[src/rtl/sprite_engine_if.sv]
// Host register bus and video timing for sprite_engine.
// The host/video side uses the master modport, the sprite engine uses the slave modport.
interface sprite_engine_if #(
  parameter int POS_WIDTH   = 10,
  parameter int COLOR_WIDTH = 7
);
  // Register access
  logic                   enable;
  logic                   write_enable;
  logic [5:0]             address;
  logic [7:0]             data_in;
  logic [7:0]             data_out;
  // Video timing and pixel output
  logic [POS_WIDTH-1:0]   hpos;
  logic                   pixel_en;
  logic                   line_start;
  logic [COLOR_WIDTH-1:0] color_bg;
  logic [COLOR_WIDTH-1:0] color;
  logic                   collision_irq;

  modport master (
    output enable, write_enable, address, data_in,
    output hpos, pixel_en, line_start, color_bg,
    input  data_out, color, collision_irq
  );

  modport slave (
    input  enable, write_enable, address, data_in,
    input  hpos, pixel_en, line_start, color_bg,
    output data_out, color, collision_irq
  );
endinterface

[src/rtl/sprite_engine.sv]
// Sprite engine: NUM_OBJ hardware sprite channels, each shifting out a graphic
// line at its X position, composited by priority (lowest index wins) onto the
// background colour.
// Register map: obj*8+r (r0 posx lo, r1 posx hi, r2 graphic shadow, r3 colour
// in data_in[7:1], r4 control {scale[3:2], reflect[1], enable[0]}); 0x38 collision
// status (write-1-to-clear), 0x39 irq mask.
// Optional feature macro: SPRITE_ENGINE_COLLISION_EN adds collision detection,
// status/mask registers and collision_irq; without it they read 0 and irq is 0.
// Supported ranges: POS_WIDTH 9..16, DATA_WIDTH 1..8, COLOR_WIDTH 1..7.
module sprite_engine #(
  parameter int NUM_OBJ     = 4,
  parameter int POS_WIDTH   = 10,
  parameter int DATA_WIDTH  = 8,
  parameter int COLOR_WIDTH = 7
) (
  input logic            raw_clk,
  input logic            reset,
  sprite_engine_if.slave bus
);

  typedef enum logic [1:0] {IDLE, ARMED, SHIFT, DONE} state_t;

  localparam int IDX_W    = (DATA_WIDTH > 1) ? $clog2(DATA_WIDTH) : 1;
  // Index 7 decodes to the global registers, so at most 7 objects are programmable.
  localparam int NUM_PROG = (NUM_OBJ > 7) ? 7 : NUM_OBJ;

  // Host-visible configuration
  logic [POS_WIDTH-1:0]   posx      [NUM_OBJ];
  logic [DATA_WIDTH-1:0]  shadow    [NUM_OBJ];
  logic [COLOR_WIDTH-1:0] obj_color [NUM_OBJ];
  logic [1:0]             obj_scale [NUM_OBJ];
  logic [NUM_OBJ-1:0]     obj_en;
  logic [NUM_OBJ-1:0]     obj_ref;

  // Per-line copies so host writes mid-line only affect the next line
  logic [DATA_WIDTH-1:0]  act_gfx   [NUM_OBJ];
  logic [POS_WIDTH-1:0]   act_posx  [NUM_OBJ];
  logic [1:0]             act_scale [NUM_OBJ];
  logic [NUM_OBJ-1:0]     act_ref;

  state_t                 state       [NUM_OBJ];
  state_t                 state_nxt   [NUM_OBJ];
  logic [IDX_W-1:0]       bit_idx     [NUM_OBJ];
  logic [IDX_W-1:0]       bit_idx_nxt [NUM_OBJ];
  logic [1:0]             hold_cnt    [NUM_OBJ];
  logic [1:0]             hold_cnt_nxt[NUM_OBJ];
  logic [NUM_OBJ-1:0]     emit;     // object occupies a bit slot this pixel
  logic [NUM_OBJ-1:0]     obj_bit;  // object paints this pixel

  logic [NUM_OBJ-1:0]     status;
  logic [NUM_OBJ-1:0]     mask;
  logic [7:0]             rd_data;
  logic [COLOR_WIDTH-1:0] win_color;

  logic [2:0] sel_obj;
  logic [2:0] sel_reg;
  logic       is_global;
  logic       obj_hit;

  assign sel_obj   = bus.address[5:3];
  assign sel_reg   = bus.address[2:0];
  assign is_global = (sel_obj == 3'd7);
  assign obj_hit   = (int'(sel_obj) < NUM_PROG);

  // Last hold count for a bit slot: 1, 2 or 4 pixels per bit
  function automatic logic [1:0] hold_last(input logic [1:0] scale);
    case (scale)
      2'd0:    return 2'd0;
      2'd1:    return 2'd1;
      default: return 2'd3;
    endcase
  endfunction

  // Host writes to per-object configuration
  // NOTE: the configuration arrays are a handful of flops, not a RAM, so they
  // take the asynchronous reset like any other state.
  always_ff @(posedge raw_clk or posedge reset) begin
    if (reset) begin
      for (int i = 0; i < NUM_OBJ; i++) begin
        posx[i]      <= '0;
        shadow[i]    <= '0;
        obj_color[i] <= '0;
        obj_scale[i] <= '0;
      end
      obj_en  <= '0;
      obj_ref <= '0;
    end else if (bus.write_enable && obj_hit) begin
      for (int i = 0; i < NUM_OBJ; i++) begin
        if (int'(sel_obj) == i) begin
          case (sel_reg)
            3'd0: posx[i][7:0]           <= bus.data_in;
            3'd1: posx[i][POS_WIDTH-1:8] <= bus.data_in[POS_WIDTH-9:0];
            3'd2: shadow[i]              <= bus.data_in[DATA_WIDTH-1:0];
            3'd3: obj_color[i]           <= bus.data_in[COLOR_WIDTH:1];
            3'd4: begin
              obj_en[i]    <= bus.data_in[0];
              obj_ref[i]   <= bus.data_in[1];
              obj_scale[i] <= bus.data_in[3:2];
            end
            default: ;
          endcase
        end
      end
    end
  end

  // Read mux: unmapped addresses and absent objects read as zero
  // NOTE: every combinational output gets a default before any branch so no
  // path leaves it unassigned, which would infer a latch.
  always_comb begin
    rd_data = '0;
    if (obj_hit) begin
      for (int i = 0; i < NUM_OBJ; i++) begin
        if (int'(sel_obj) == i) begin
          case (sel_reg)
            3'd0: rd_data                  = posx[i][7:0];
            3'd1: rd_data[POS_WIDTH-9:0]   = posx[i][POS_WIDTH-1:8];
            3'd2: rd_data[DATA_WIDTH-1:0]  = shadow[i];
            3'd3: rd_data[COLOR_WIDTH:1]   = obj_color[i];
            3'd4: rd_data[3:0]             = {obj_scale[i], obj_ref[i], obj_en[i]};
            default: ;
          endcase
        end
      end
    end else if (is_global) begin
      case (sel_reg)
        3'd0:    rd_data[NUM_OBJ-1:0] = status;
        3'd1:    rd_data[NUM_OBJ-1:0] = mask;
        default: ;
      endcase
    end
  end

  // Registered read data, loaded only on a read strobe
  // NOTE: sequential state is always assigned with <= so every flop samples
  // pre-edge values regardless of block ordering.
  always_ff @(posedge raw_clk or posedge reset) begin
    if (reset) begin
      bus.data_out <= '0;
    end else if (bus.enable && !bus.write_enable) begin
      bus.data_out <= rd_data;
    end
  end

  // Object FSM next state, bit slot advance and pixel emission
  always_comb begin
    for (int i = 0; i < NUM_OBJ; i++) begin
      state_nxt[i]    = state[i];
      bit_idx_nxt[i]  = bit_idx[i];
      hold_cnt_nxt[i] = hold_cnt[i];
      emit[i]         = 1'b0;
      obj_bit[i]      = 1'b0;

      case (state[i])
        ARMED:   emit[i] = bus.pixel_en && !bus.line_start && (bus.hpos == act_posx[i]);
        SHIFT:   emit[i] = bus.pixel_en && !bus.line_start;
        default: emit[i] = 1'b0;
      endcase

      if (emit[i]) begin
        obj_bit[i] = obj_en[i] && (act_ref[i] ? act_gfx[i][bit_idx[i]]
                                              : act_gfx[i][IDX_W'(DATA_WIDTH - 1) - bit_idx[i]]);
        state_nxt[i] = SHIFT;
        if (hold_cnt[i] == hold_last(act_scale[i])) begin
          hold_cnt_nxt[i] = '0;
          if (bit_idx[i] == IDX_W'(DATA_WIDTH - 1)) begin
            state_nxt[i] = DONE;
          end else begin
            bit_idx_nxt[i] = bit_idx[i] + 1'b1;
          end
        end else begin
          hold_cnt_nxt[i] = hold_cnt[i] + 1'b1;
        end
      end

      if (bus.line_start) begin
        state_nxt[i]    = obj_en[i] ? ARMED : IDLE;
        bit_idx_nxt[i]  = '0;
        hold_cnt_nxt[i] = '0;
      end
    end
  end

  // Object FSM state and per-line copies captured at line_start
  always_ff @(posedge raw_clk or posedge reset) begin
    if (reset) begin
      for (int i = 0; i < NUM_OBJ; i++) begin
        state[i]     <= IDLE;
        bit_idx[i]   <= '0;
        hold_cnt[i]  <= '0;
        act_gfx[i]   <= '0;
        act_posx[i]  <= '0;
        act_scale[i] <= '0;
      end
      act_ref <= '0;
    end else begin
      for (int i = 0; i < NUM_OBJ; i++) begin
        state[i]    <= state_nxt[i];
        bit_idx[i]  <= bit_idx_nxt[i];
        hold_cnt[i] <= hold_cnt_nxt[i];
        if (bus.line_start) begin
          act_gfx[i]   <= shadow[i];
          act_posx[i]  <= posx[i];
          act_scale[i] <= obj_scale[i];
        end
      end
      if (bus.line_start) act_ref <= obj_ref;
    end
  end

  // Priority composite: lowest-indexed painting object wins over background
  always_comb begin
    win_color = bus.color_bg;
    for (int i = NUM_OBJ - 1; i >= 0; i--) begin
      if (obj_bit[i]) win_color = obj_color[i];
    end
  end

  // Output pixel register, advanced on pixel_en
  always_ff @(posedge raw_clk or posedge reset) begin
    if (reset) begin
      bus.color <= '0;
    end else if (bus.pixel_en) begin
      bus.color <= win_color;
    end
  end

`ifdef SPRITE_ENGINE_COLLISION_EN
  logic [NUM_OBJ-1:0] coll_set;
  logic [NUM_OBJ-1:0] status_clr;

  // Every painting object collides when at least two paint the same pixel
  assign coll_set   = ((obj_bit & (obj_bit - 1'b1)) != '0) ? obj_bit : '0;
  assign status_clr = (bus.write_enable && is_global && sel_reg == 3'd0)
                      ? bus.data_in[NUM_OBJ-1:0] : '0;

  // Sticky collision status (set beats clear) and interrupt mask
  always_ff @(posedge raw_clk or posedge reset) begin
    if (reset) begin
      status <= '0;
      mask   <= '0;
    end else begin
      status <= (status & ~status_clr) | coll_set;
      if (bus.write_enable && is_global && sel_reg == 3'd1) mask <= bus.data_in[NUM_OBJ-1:0];
    end
  end

  assign bus.collision_irq = |(status & mask);
`else
  assign status            = '0;
  assign mask              = '0;
  assign bus.collision_irq = 1'b0;
`endif

endmodule

[src/flat_wrapper.sv]
// flat-port wrapper written by rule: the top's interface ports become plain ports
module sprite_engine_flat 
#(
  parameter int NUM_OBJ     = 4,
  parameter int POS_WIDTH   = 10,
  parameter int DATA_WIDTH  = 8,
  parameter int COLOR_WIDTH = 7
)
  (raw_clk, reset, bus_enable, bus_write_enable, bus_address, bus_data_in, bus_hpos, bus_pixel_en, bus_line_start, bus_color_bg, bus_data_out, bus_color, bus_collision_irq);
  sprite_engine_if #(.POS_WIDTH(POS_WIDTH), .COLOR_WIDTH(COLOR_WIDTH)) bus_i ();
  input logic raw_clk;
  input logic reset;
  input wire logic [$bits(bus_i.enable)-1:0] bus_enable;
  input wire logic [$bits(bus_i.write_enable)-1:0] bus_write_enable;
  input wire logic [$bits(bus_i.address)-1:0] bus_address;
  input wire logic [$bits(bus_i.data_in)-1:0] bus_data_in;
  input wire logic [$bits(bus_i.hpos)-1:0] bus_hpos;
  input wire logic [$bits(bus_i.pixel_en)-1:0] bus_pixel_en;
  input wire logic [$bits(bus_i.line_start)-1:0] bus_line_start;
  input wire logic [$bits(bus_i.color_bg)-1:0] bus_color_bg;
  output wire logic [$bits(bus_i.data_out)-1:0] bus_data_out;
  output wire logic [$bits(bus_i.color)-1:0] bus_color;
  output wire logic [$bits(bus_i.collision_irq)-1:0] bus_collision_irq;
  assign bus_i.enable = bus_enable;
  assign bus_i.write_enable = bus_write_enable;
  assign bus_i.address = bus_address;
  assign bus_i.data_in = bus_data_in;
  assign bus_i.hpos = bus_hpos;
  assign bus_i.pixel_en = bus_pixel_en;
  assign bus_i.line_start = bus_line_start;
  assign bus_i.color_bg = bus_color_bg;
  assign bus_data_out = bus_i.data_out;
  assign bus_color = bus_i.color;
  assign bus_collision_irq = bus_i.collision_irq;
  sprite_engine #(.NUM_OBJ(NUM_OBJ), .POS_WIDTH(POS_WIDTH), .DATA_WIDTH(DATA_WIDTH), .COLOR_WIDTH(COLOR_WIDTH)) u_core (.raw_clk(raw_clk), .reset(reset), .bus(bus_i));
endmodule
[config.mk]
export PLATFORM = sky130hd
export DESIGN_NAME = sprite_engine_flat
export DESIGN_NICKNAME = d
export VERILOG_FILES = /design/src/rtl/sprite_engine_if.sv /design/src/rtl/sprite_engine.sv /design/src/flat_wrapper.sv
export SDC_FILE = /design/constraint.sdc
export NUM_CORES = 1
export LEC_CHECK = 0
export ABC_AREA = 0
export BUFFER_PORTS_ARGS = -buffer_cell sky130_fd_sc_hd__buf_2
export CELL_PAD_IN_SITES_DETAIL_PLACEMENT = 1
export CELL_PAD_IN_SITES_GLOBAL_PLACEMENT = 2
export CORE_MARGIN = 1
export CORE_UTILIZATION = 33
export CTS_CLUSTER_SIZE = 20
export DETAILED_ROUTE_END_ITERATION = 7
export GPL_TIMING_DRIVEN = 0
export PLACE_DENSITY = 0.71
export SLEW_MARGIN = 20
export SYNTH_ARGS = -nofsm -noshare
export SYNTH_HDL_FRONTEND = slang
export SYNTH_SLANG_ARGS = --single-unit
[constraint.sdc]
create_clock -name raw_clk -period 9.5 [get_ports raw_clk]
set_input_delay 1.9 -clock raw_clk [delete_from_list [all_inputs] [get_ports raw_clk]]
set_output_delay 1.9 -clock raw_clk [all_outputs]
set_load 0.03 [all_outputs]
# Word-level counts from Yosys, hierarchy flattened
# Cells that the tools add are included.
[classes]
n_addsub = 12
mul = 0
div_mod_pow = 0
n_lt_le_gt_ge = 9
eq_ne = 35
shift = 0
n_mux = 111
bitwise_logic = 0
reduce_logical = 51
[ops]
columns = ["operator", "count"]
rows = [
  ["3-bit AND reduction", 24],
  ["2-bit two-way mux", 28],
  ["3-bit two-way mux", 16],
  ["4-bit case mux with 3 select lines", 4],
  ["10-bit == test", 4],
  ["8-bit two-way mux", 5],
  ["3-bit by 4-bit < comparator with 1-bit output (second input constant)", 8],
  ["2-bit case mux with 4 select lines", 4],
  ["7-bit two-way mux", 4],
  ["1-bit binary-select mux with 3-bit select", 8],
  ["1-bit two-way mux", 24],
  ["3-bit == test (second input constant)", 7],
  ["1-bit case mux with 5 select lines", 4],
  ["2-bit by 1-bit == test with 1-bit output (second input constant)", 8],
  ["1-bit case mux with 4 select lines", 4],
  ["2-bit case mux with 2 select lines", 4],
  ["2-bit nonzero test", 8],
  ["3-bit by 1-bit adder with 3-bit output (second input constant)", 4],
  ["3-bit subtractor (first input constant)", 4],
  ["1-bit logical AND", 11],
  ["3-bit by 2-bit == test with 1-bit output (second input constant)", 3],
  ["2-bit by 1-bit adder with 2-bit output (second input constant)", 4],
  ["2-bit == test", 4],
  ["2-bit == test (second input constant)", 4],
  ["8 further kinds", 20],
]
[totals]
register_bits = 243
latch_bits = 0
mem_bits_rw = 0
romBits = 0
in_bits = 37
output_inout_bits = 16
wordCells = 273
memories = 0

# Longest topological paths before layout
# Gate-level depths: netlist of run 1.
[logic_depth]
depth_word = 11
depth_mapped = 10
mapped_depth_nobuf = 9

# Worst setup path after synthesis of run 1
# No wires, ideal clock.
[synth_timing]
path_kind = "input to register"
start = "input bus_hpos[3]"
end = "register u_core.bus.color[0]"
setup_ns = 0.132
arrival_time_ns = 3.480
required_ns = 9.368
setup_slack_ns = 5.888
stages = 9
n_path_buf = 2
cell_sequence = "clkbuf_1 xnor2_1 nand4_1 nor3_1 o211a_1 buf_1 nor2b_1 a211oi_1 o22ai_1"
[synth_via]
elab_chain_len = 8
elab_cells_between_ends = 20
classes_between = "eq/ne: 4; mux: 12; reduce/logical: 4"
[synth_lines]
columns = ["item", "line_no", "source"]
rows = [
  ["from (decl)", "flat_wrapper.sv:17", "input wire logic [$bits(bus_i.hpos)-1:0] bus_hpos;"],
  ["10-bit == test", "sprite_engine.sv:155", "ARMED: emit[i] = bus.pixel_en && !bus.line_start && (bus.hpos == act_posx[i]);"],
  ["1-bit logical AND", "sprite_engine.sv:155", ""],
  ["1-bit case mux with 2 select lines", "sprite_engine.sv:154", "case (state[i])"],
  ["1-bit two-way mux", "sprite_engine.sv:160", "if (emit[i]) begin"],
  ["7-bit two-way mux (3 in series)", "sprite_engine.sv:215", "if (obj_bit[i]) win_color = obj_color[i];"],
  ["7-bit two-way mux *", "sprite_engine.sv:215", ""],
  ["to (signal assigned)", "sprite_engine.sv:224", "bus.color <= win_color;"],
  ["to (decl)", "sprite_engine_if.sv:30", "output data_out, color, collision_irq"],
]
# Mark *: on every way between the ends. The rest lies on a longest branch, timed or not.
# A chain may end at the register's enable or synchronous reset.

# Final worst setup path of run 1
[layout_timing]
start = "input bus_address[1]"
end = "register u_core.shadow[15] in the netlist's numbering"
[layout_via]
elab_chain_len = 2
[layout_lines]
columns = ["item", "line_no", "source"]
rows = [
  ["from (decl)", "flat_wrapper.sv:15", "input wire logic [$bits(bus_i.address)-1:0] bus_address;"],
  ["3-bit by 2-bit == test with 1-bit output", "sprite_engine.sv:90", "case (sel_reg)"],
  ["3-bit AND reduction (no source line)", "n/a", ""],
  ["to (signal, indexed assignment)", "sprite_engine.sv:93", "3'd2: shadow[i] <= bus.data_in[DATA_WIDTH-1:0];"],
  ["to (decl)", "sprite_engine.sv:29", "logic [DATA_WIDTH-1:0] shadow [NUM_OBJ];"],
]
# Every way passes these cells.

==> impl_metrics.csv, run 1 <==
group,metric,value,unit
min_path,holdPathStages,2,
min_path,hold_class,"flop to flop",
placed_design,dpl.hpwl,28070,µm
logic_synthesis,ys_top_cells_by_count,"dfrtp_1 (243), mux2_2 (197), clkbuf_1 (59), nand2_1 (51), mux2i_1 (44)",
logic_synthesis,synth_top_family_by_area,"multiplexers",
finish,drive_above_1_share,0.2798,
finish,area_delta_synth_final,14.53,%
finish,finish.net_count,1121,
clocking,cts_made_buffers,28,
grt,grt_pass1_wl,57170,µm
finish,final-instance-count-excl-fill,1544,
placed_design,placed_cells,1499,
floorplanning,io_pins,53,
clocking,worstSkewPairLatency,560,ps
timing,finalSetupTns,0,ps
timing,slew_viol_final,0,
clocking,clockRootBuffer,"clkbuf_16",
worst_setup_path,ff2ff_setup_slack,6060,ps
logic_synthesis,ys_ff_latch,243,
worst_setup_path,cp.depth,6,
floorplanning,start_util,0.3359,
logic_synthesis,yosysMostFrequentCell,"dfrtp_1",
worst_setup_path,worstSetupPathType,"primary input to flop",
timing,worst_pin_slew,1109,ps
pwr,powerDensity,197.7,nW/µm²
worst_setup_path,crit_path_end_kind,"flop",
grt,grt_max_degree,98,
worst_setup_path,crit_chain,"buf_2 > buf_1 > nor3b_1 > clkbuf_1 > nand3_1 > mux2_2",
drt,num_vias,8273,
drt,wl_per_cell,24.38,µm
logic_synthesis,ys_seq_area_frac,0.5089,
drt,via_per_inst,5.358,
clocking,cts_resized,0,
logic_synthesis,synth_simple_gate_area_frac,0.07853,
clocking,cts_max_level,1,
logic_synthesis,synth_compound_area_frac,0.08492,
logic_synthesis,ys_types,52,
timing,grt_setup_unrepaired,"false",
logic_synthesis,netlist_area,11950,µm²
timing,fin_ws,4943,ps
timing,min_period_over_period,0.4797,
job,maxCapViolCount,0,
min_path,min_to,"u_core.bus.data_out[5]",
logic_synthesis,syn-instance-count,995,
placed_design,port_buffers,41,
clocking,cts_tree,"yes",
grt,first_global_vias,8762,
min_path,min_from,"u_core.bus.data_out[5]",
timing,fmax,219.5,MHz
timing,layout_min_cycle_time,4557,ps
logic_synthesis,syn_nets,1048,
clocking,cts_buffer_depth,3,
pwr,fin_total_pwr,2.706,mW
logic_synthesis,yosysTopAreaCellShare,0.5089,
grt,grt-ovfl-total,0,
placed_design,place.gp.congestion,0.8539,
drt,drc,0,
floorplanning,die_x,192.3,µm
floorplanning,die_area,36970,µm²
worst_setup_path,cp-start-kind,"primary input",
worst_setup_path,regToRegEndpoint,"u_core.bus.color[5]",
placed_design,dp_slack,4451,ps
worst_setup_path,crit_path_top_delay_cell,"nor3b_1",
run_status,outcome,"complete, no violations",
clocking,hold_buffers,0,
logic_synthesis,synth_edf_count,0,
floorplanning,fp.dieH,192.3,µm
drt,wl,37650,µm
drt,drtIter0Drc,403,
worst_setup_path,crit_arrival,4990,ps
floorplanning,core_area,35570,µm²
timing,slew_headroom,0.2608,
grt,antenna_found_initial,1,
logic_synthesis,yosys.area_share.adder,0.01675,
worst_setup_path,critPathTopFamily,"simple AND/OR/NAND/NOR gates",
worst_setup_path,path_buf_inv,3,
logic_synthesis,async_reset_ff_frac,1.000,
worst_setup_path,rr_worst_depth,10,
clocking,postCtsSetupBuffers,0,
pwr,peakVddDrop,0.1166,mV
drt,antenna_left,0,
drt,dr.pass1.iters,6,
clocking,cts_sinks,243,
worst_setup_path,cp_max_fo,10,
timing,setup_viol,0,
logic_synthesis,synth_top_cell_by_area,"dfrtp_1",
timing,hold_viol,0,
worst_setup_path,worstPathRequired,9940,ps
timing,fin_worst_skew,27.65,ps
clocking,clk_pin_slew,60,ps
logic_synthesis,synth.area.mux_share,0.2473,
worst_setup_path,critPathMaxStageDelay,880,ps
logic_synthesis,ys.flop_type,"dfrtp_1",
finish,antennaDiodeCount,0,
logic_synthesis,postSynthAreaPerCell,12.01,µm²
grt,grtUsageTotal,0.2107,
pwr,p_leak,6.148,nW
logic_synthesis,yosys_warnings,0,
logic_synthesis,synthXorXnorAreaFrac,0.03518,
floorplanning,std_cell_rows,69,
logic_synthesis,netlist_top_cells_area,"dfrtp_1 (51%), mux2_2 (19%), mux2i_1 (3.7%)",
worst_setup_path,r2r_start,"u_core.state[2]",
[kinds of logic after synthesis]
family,count (synthesis)
mux,254
other cells,1
xor+xnor,48
simple gates,190
buf+inv,85
flops,243
compound gates,158
fa+ha+maj,16
[routing by layer]
layer  share of wire  global-route usage  up-vias
li1                -                   -     3736
met1            0.49              0.3054     4347
met2            0.46              0.3373      154
met3           0.041             0.02946       36
met4           0.014             0.03604        0
met5               0                   0        -
[cells in the final DEF, fill, tap and decap left out, types with 7 or more instances in the layout]
cell,synthesis,routed
dfrtp_1,243,243
mux2_2,197,197
clkbuf_1,59,64
nand2_1,51,51
buf_2,4,45
mux2i_1,44,44
nor2_1,42,42
a21oi_1,42,42
xnor2_1,38,38
o21ai_0,33,33
clkbuf_16,0,29
a22oi_1,18,18
o22ai_1,17,17
nor3_1,16,16
nor2b_1,16,16
inv_1,17,16
ha_1,16,16
nand3_1,14,14
or3_1,13,13
mux4_2,12,12
a31oi_1,11,11
nand4_1,10,10
xor2_1,10,10
nor3b_1,8,8
a211oi_1,8,8
o211ai_1,8,8
clkbuf_8,0,7
[stage by stage]
stage               utilization  cell area, µm²  hold slack (ps)
floorplan                     -           11950            468.7
global placement         0.3579           12730            463.9
detailed placement       0.3597           12790            473.8
CTS                      0.3846           13680            488.8
global route             0.3848           13690            522.0
finish                   0.3848           13690            484.4
[worst max path at each step]
| stage | from | to | slack, ps |
|---|---|---|---|
| 2_1_floorplan | reset | u_core.act_gfx[0] | 930 |
| 6_report | bus_address[1] | u_core.shadow[15] | 4940 |
| 4_1_cts | bus_address[1] | u_core.shadow[15] | 5000 |
| 3_5_place_dp | bus_hpos[4] | u_core.bus.color[5] | 4450 |
| 3_3_place_gp | reset | u_core.hold_cnt[6] | -2270 |
| 5_1_grt | bus_address[1] | u_core.shadow[15] | 4850 |
[where the power goes]
part | internal, mW | switching, mW | leakage [nW]
Sequential | 1.16 | 0.134 | 3.23
Combinational | 0.178 | 0.177 | 2.47
Clock | 0.630 | 0.423 | 0.439
Total | 1.97 | 0.734 | 6.15
[worst register-to-register path, stage by stage (launching register included)]
cell	delay, ps
dfrtp_1	430
inv_1	70
ha_1	290
nor3b_1	60
nand3_1	70
nor4_1	50
a21oi_1	840
clkbuf_1	610
nor2_1	310
a211oi_1	400
o22ai_1	160
[flip-flops by register name, summed over array words and instances (netlist names), 8 cells and up]
signal               count
u_core.act_gfx          32
u_core.act_posx         40
u_core.act_scale         8
u_core.bit_idx          12
u_core.bus.data_out      8
u_core.hold_cnt          8
u_core.obj_color        28
u_core.obj_scale         8
u_core.posx             40
u_core.shadow           32
u_core.state             8
[cell type report]
class                   count  area [µm²]
plain buffers              68       271.5
clock buffers              41       840.8
clock inverters             4       45.04
fillers                  3832       21880
inverters                  17       71.32
multi-input cells         667        5539
flip-flops and latches    243        6081
well taps                 461       576.8
repair buffers             43       260.3
Power figures use the tool's default switching activity.
==> run 2: changes to the inputs <==
ABC_AREA = 1   (was 0)
PLACE_DENSITY = 0.82   (was 0.71)
clock period = 4 ns   (was 9.5 ns; I/O delays follow)
==> run 2 against run 1 <==
- hold slack lost 200 ps
- count of clock-buffer cells in the layout is the same
- final cell count rose by 37%
- largest power group unchanged
- highest routed layer unchanged
==> impl_metrics.csv, run 2 <==
group,metric,value,unit
floorplanning,die_x,193.4,µm
clocking,cts_sinks,243,
logic_synthesis,ys.flop_type,"dfrtp_1",
logic_synthesis,synth_edf_count,0,
pwr,p_leak,6.629,nW
finish,top_regs,"u_core.act_posx: 40 flops, u_core.posx: 40 flops",
pwr,fin_total_pwr,6.857,mW
worst_setup_path,worstPathRequired,4400,ps
timing,slew_headroom,0.4001,
timing,slew_viol_final,0,
logic_synthesis,yosys_warnings,0,
clocking,cts_buffer_depth,3,
min_path,hold_class,"primary input to asynchronous set/reset pin",
finish,drive_above_1_share,0.09879,
worst_setup_path,crit_path_top_delay_cell,"nor2_1",
timing,fin_ws,1330,ps
drt,drc,0,
finish,mostFrequentLayoutCell,"nand2_1",
timing,fmax,374.5,MHz
finish,final_cell_mix,"nand2_1 (500), dfrtp_1 (243), o21ai_0 (231), inv_1 (163), nand3_1 (81)",
clocking,postCtsSetupBuffers,0,
timing,setup_viol,0,
timing,grt_setup_unrepaired,"false",
grt,grt_pass1_wl,72930,µm
logic_synthesis,ys_seq_area_frac,0.5028,
drt,num_vias,11120,
floorplanning,start_util,0.3375,
drt,dr.pass1.iters,7,
logic_synthesis,ys_types,43,
worst_setup_path,ff2ff_setup_slack,1520,ps
finish,area_delta_synth_final,16.13,%
clocking,hold_buffers,0,
clocking,clockRootBuffer,"clkbuf_16",
worst_setup_path,regToRegEndpoint,"u_core.bit_idx[3]",
logic_synthesis,ys_top_cells_by_count,"nand2_1 (500), dfrtp_1 (243), o21ai_0 (231), inv_1 (164), nand3_1 (81)",
worst_setup_path,r2r_start,"u_core.state[3]",
timing,worst_pin_slew,896.6,ps
logic_synthesis,yosysMostFrequentCell,"nand2_1",
finish,final-instance-count-excl-fill,2111,
grt,grtUsageTotal,0.2563,
finish,fill_cells,4311,
finish,regArea,6081,µm²
logic_synthesis,synth_top_cell_by_area,"dfrtp_1",
drt,drtIter0Drc,753,
finish,fin_util,0.3920,
finish,multi_input_area,5044,µm²
grt,antenna_found_initial,0,
worst_setup_path,crit_chain,"buf_2 > nor2_4 > nand2_1 > inv_1 > nand2_2 > nor2_1 > buf_2 > a21oi_1",
drt,antenna_left,0,
worst_setup_path,cpMostUsedCell,"buf_2",
worst_setup_path,rr_worst_depth,12,
placed_design,placed_cells,2064,
run_status,outcome,"complete, no violations",
timing,fin_worst_skew,15.03,ps
clocking,cts_tree,"yes",
clocking,worstSkewPairLatency,560,ps
clocking,clk_pin_slew,60,ps
timing,finalSetupTns,0,ps
floorplanning,io_pins,53,
logic_synthesis,syn_nets,1597,
logic_synthesis,netlist_top_cells_area,"dfrtp_1 (50%), nand2_1 (16%), o21ai_0 (9.6%)",
placed_design,port_buffers,50,
floorplanning,fp.dieH,193.4,µm
timing,hold_viol,0,
drt,via_per_inst,5.266,
worst_setup_path,critPathMaxStageDelay,730,ps
worst_setup_path,crit_arrival,3070,ps
finish,antennaDiodeCount,0,
logic_synthesis,yosysTopAreaCellShare,0.5028,
clocking,cts_resized,0,
placed_design,place.gp.congestion,0.9846,
job,maxCapViolCount,0,
worst_setup_path,crit_path_end_kind,"flop",
logic_synthesis,syn-instance-count,1544,
timing,min_period_over_period,0.6676,
pwr,powerDensity,488.3,nW/µm²
worst_setup_path,cp_max_fo,10,
worst_setup_path,worstSetupPathType,"primary input to flop",
worst_setup_path,cp-start-kind,"primary input",
finish,finish.net_count,1687,
floorplanning,core_area,35830,µm²
clocking,cts_max_level,1,
floorplanning,std_cell_rows,69,
drt,wl,47130,µm
logic_synthesis,ys_ff_latch,243,
grt,grt_max_degree,33,
pwr,peakVddDrop,0.3019,mV
timing,layout_min_cycle_time,2670,ps
grt,grt-ovfl-total,0,
floorplanning,die_area,37420,µm²
drt,wl_per_cell,22.33,µm
logic_synthesis,postSynthAreaPerCell,7.832,µm²
logic_synthesis,netlist_area,12090,µm²
clocking,cts_made_buffers,29,
worst_setup_path,path_buf_inv,3,
worst_setup_path,critPathTopFamily,"simple AND/OR/NAND/NOR gates",
placed_design,dpl.hpwl,36560,µm
grt,first_global_vias,11620,
placed_design,dp_slack,849.9,ps
logic_synthesis,async_reset_ff_frac,1.000,
==> run 2: layout make-up <==
cell class,count,area share
Clock inverter,6,0.005969
Multi-Input combinational cell,1058,0.3591
Timing Repair Buffer,59,0.03172
Clock buffer,41,0.05987
Tap cell,461,0.04107
Inverter,177,0.04758
Buffer,66,0.02165
Sequential cell,243,0.4330
==> run 2: how the worst max path moves through the flow <==
stage                              start                      to  cells past startpoint
after floorplan                    reset       u_core.act_gfx[0]                      1
after global placement             reset  u_core.bus.data_out[6]                      2
after detailed placement  bus_address[5]         u_core.posx[21]                      8
after CTS                 bus_address[5]         u_core.posx[21]                      8
after global routing      bus_address[5]         u_core.posx[20]                      8
final                     bus_address[5]         u_core.posx[20]                      8
==> run 2: report_power, final <==
group | switching, mW | internal (mW)
combinational | 0.761 | 0.356
clock | 1.08 | 1.57
sequential | 0.306 | 2.79
==> run 2: cells by family (layout without fill, tap and decap cells) <==
group	count (synthesis)	count (layout)	synth area share
adder cells (fa/ha/maj)	16	16	0.01655
AO/OA/AOI/OAI	353	353	0.1623
flip-flops	243	243	0.5028
AND/OR/NAND/NOR	670	670	0.2248
other	1	1	0.0003101
XOR/XNOR	18	18	0.01304
buffers and inverters	243	349	0.08008
==> run 2: metal layers <==
metal	up-vias	part of all wire	global-route usage
met5	-	0	0
met4	0	0.035	0.08593
met3	88	0.041	0.02545
met2	263	0.45	0.4098
met1	5587	0.47	0.3635
li1	5178	-	-
==> run 2: through the flow <==
step                area [µm²]  hold WS (ps)
floorplan                12100         442.6
global placement         12920         459.6
detailed placement       13120         467.4
CTS                      14040         297.9
global route             14040         335.3
finish                   14040         288.5
==> run 3: changes to the inputs <==
PLACE_DENSITY = 0.79   (was 0.82)
clock period = 2.5 ns   (was 4 ns; I/O delays follow)
==> run 3 against run 2 <==
- the run now ends with DRC left
- final area rose by 0.26%
- total power grew 58%
- largest power group unchanged
- clock skew hardly changed
- largest cell class unchanged
- sequential power is 60% higher
- hold slack worse by 86 ps
- first-iteration DRC count decreased by 17%
- critical path type is now flop to flop
- non-clock buffer count rose by 6
==> impl_metrics.csv, run 3 (synthesis gave the netlist of run 2 again) <==
group,metric,value,unit
floorplanning,die_x,193.4,µm
finish,final_cell_mix,"nand2_1 (498), dfrtp_1 (242), o21ai_0 (231), inv_1 (163), nand3_1 (81)",
floorplanning,start_util,0.3375,
timing,setup_viol,0,
run_status,outcome,"finished, violations left",
placed_design,dpl.hpwl,36910,µm
worst_setup_path,path_buf_inv,2,
pwr,peakVddDrop,0.6079,mV
min_path,min_from,"bus_data_in[7]",
worst_setup_path,crit_path_top_delay_cell,"a21oi_2",
grt,grt-ovfl-total,0,
worst_setup_path,critPathTopFamily,"simple AND/OR/NAND/NOR gates",
timing,min_period_over_period,0.9364,
finish,fin_area,14080,µm²
pwr,power_frac_clock,0.379,
timing,hold_slack,202.9,ps
worst_setup_path,r2r_start,"u_core.bit_idx[0]",
clocking,cts_tree,"yes",
worst_setup_path,crit_chain,"buf_4 > inv_2 > nand2_1 > nand3_1 > nand3_1 > nand3_1 > a21oi_2 > nand2_2 > nand2_1 > nand3_1 > nand2_1 > nand2_1 > nand2_1 > nand2_1",
job,maxCapViolCount,0,
finish,finish.net_count,1693,
grt,grt_max_degree,34,
timing,hold_viol,0,
worst_setup_path,worstPathRequired,2940,ps
finish,fill_cells,4356,
drt,dr.pass1.iters,7,
finish,fin_util,0.3930,
timing,worst_pin_slew,873.4,ps
worst_setup_path,cp-start-kind,"flop",
finish,mostFrequentLayoutCell,"nand2_1",
placed_design,dp_slack,-213.2,ps
min_path,hold_class,"primary input to flop",
pwr,powerDensity,769.0,nW/µm²
clocking,clockRootBuffer,"clkbuf_16",
timing,layout_min_cycle_time,2341,ps
floorplanning,die_area,37420,µm²
drt,antenna_left,0,
worst_setup_path,crit_path_end_kind,"flop",
clocking,cts_made_buffers,29,
drt,wl_per_cell,22.25,µm
timing,fmax,427.2,MHz
placed_design,placed_area,13090,µm²
timing,fin_ws,159.0,ps
clocking,cts_buffer_depth,3,
floorplanning,fp.dieH,193.4,µm
pwr,switching_share,0.3161,
drt,drc,1,
run_status,violations,"DRC",
drt,wl,47190,µm
pwr,p_leak,6.642,nW
pwr,internal_power,7.404,mW
finish,antennaDiodeCount,0,
grt,grtUsageTotal,0.2568,
worst_setup_path,cpMostUsedCell,"nand2_1",
worst_setup_path,cp_max_fo,10,
timing,fin_worst_skew,14.91,ps
timing,slew_viol_final,0,
pwr,seqPwrFrac,0.456,
pwr,fin_total_pwr,10.83,mW
worst_setup_path,worstSetupPathType,"flop to flop",
timing,slew_headroom,0.4178,
placed_design,place.gp.congestion,0.9324,
drt,num_vias,11050,
pwr,p_switching,3.423,mW
floorplanning,io_pins,53,
pwr,comb_power_share,0.165,
drt,drtIter0Drc,622,
floorplanning,core_area,35830,µm²
finish,top_regs,"u_core.act_posx: 40 flops, u_core.posx: 40 flops",
clocking,worstSkewPairLatency,560,ps
grt,grt_pass1_wl,72810,µm
floorplanning,std_cell_rows,69,
grt,antenna_found_initial,0,
worst_setup_path,crit_arrival,2780,ps
worst_setup_path,critPathMaxStageDelay,460,ps
finish,drive_above_1_share,0.1030,
clocking,cts_max_level,1,
grt,first_global_vias,11640,
placed_design,port_buffers,50,
clocking,clk_pin_slew,60,ps
worst_setup_path,crit_start,"u_core.bit_idx[0]",
drt,via_per_inst,5.207,
finish,area_delta_synth_final,16.43,%
clocking,cts_sinks,243,
## run 3: cell count changes in the layout (fill, tap and decap cells not counted), moves of 2 or more
cell	delta
nand2_2	+2
clkbuf_8	-2
clkinv_2	+2
nand2_1	-2
clkbuf_1	+4
buf_6	+2
buf_4	+3
## run 3: final timing paths
path	to	cells after the start	slack, ps
max	u_core.bus.color[6]	14	160
min	u_core.posx[27]	3	200
max reg2reg	u_core.bus.color[6]	14	160
min reg2reg	u_core.bus.color[2]	2	480
max in group asynchronous	u_core.bus.data_out[5]	6	910
min in group asynchronous	u_core.act_gfx[17]	3	540
## run 3: layer usage
layer	vias to the layer above	track usage	wire [µm]
met3	80	0.02406	1625
li1	5199	-	-
met4	0	0.09748	1836
met2	250	0.4159	21360
met1	5516	0.3562	22360
met5	-	0	0
## run 3: worst reg2reg max path: stages (launching register included)
cell and delay [ps]:
dfrtp_1 360, buf_4 170, inv_2 100, nand2_1 70, nand3_1 80, nand3_1 110, nand3_1 90, a21oi_2 460
nand2_2 210, nand2_1 150, nand3_1 70, nand2_1 70, nand2_1 100, nand2_1 110, nand2_1 60
## run 3: final cells by class
cell class / instances / area, µm² / share of cell area
sequential: 243 / 6082 / 0.4320
multi-input combinational: 1058 / 5056 / 0.3591
clock buffer: 43 / 828.3 / 0.05883
inverter: 177 / 668.1 / 0.04745
tap: 461 / 576.8 / 0.04097
timing repair buffer: 65 / 485.5 / 0.03448
buffer: 66 / 311.5 / 0.02213
clock inverter: 8 / 71.32 / 0.005065
## run 3: power by group through the flow
stage,clock [mW],combinational (mW),sequential (mW)
global placement,0,1.67,4.98
detailed placement,0,1.78,4.99
CTS,4.17,1.79,4.93
global route,4.32,2.03,4.99
floorplan,0,1.12,4.83
finish,4.10,1.78,4.94
## run 3: stage by stage
step,std cells,TNS [ps]
3_3_place_gp,2055,-718800
4_1_cts,2115,0
5_1_grt,2121,-9.105
6_report,2121,0
3_5_place_dp,2063,-5118
2_1_floorplan,1544,-289120
## run 3: repair_timing
| action | in CTS | in global routing |
|---|---|---|
| hold buffers | 1 | 0 |
| setup buffers | 0 | 6 |
| pin swaps | 0 | 3 |
| gates resized for setup | 1 | 6 |
| endpoints found under the setup margin | 7 | 10 |
| endpoints found under the hold margin | 14 | 0 |
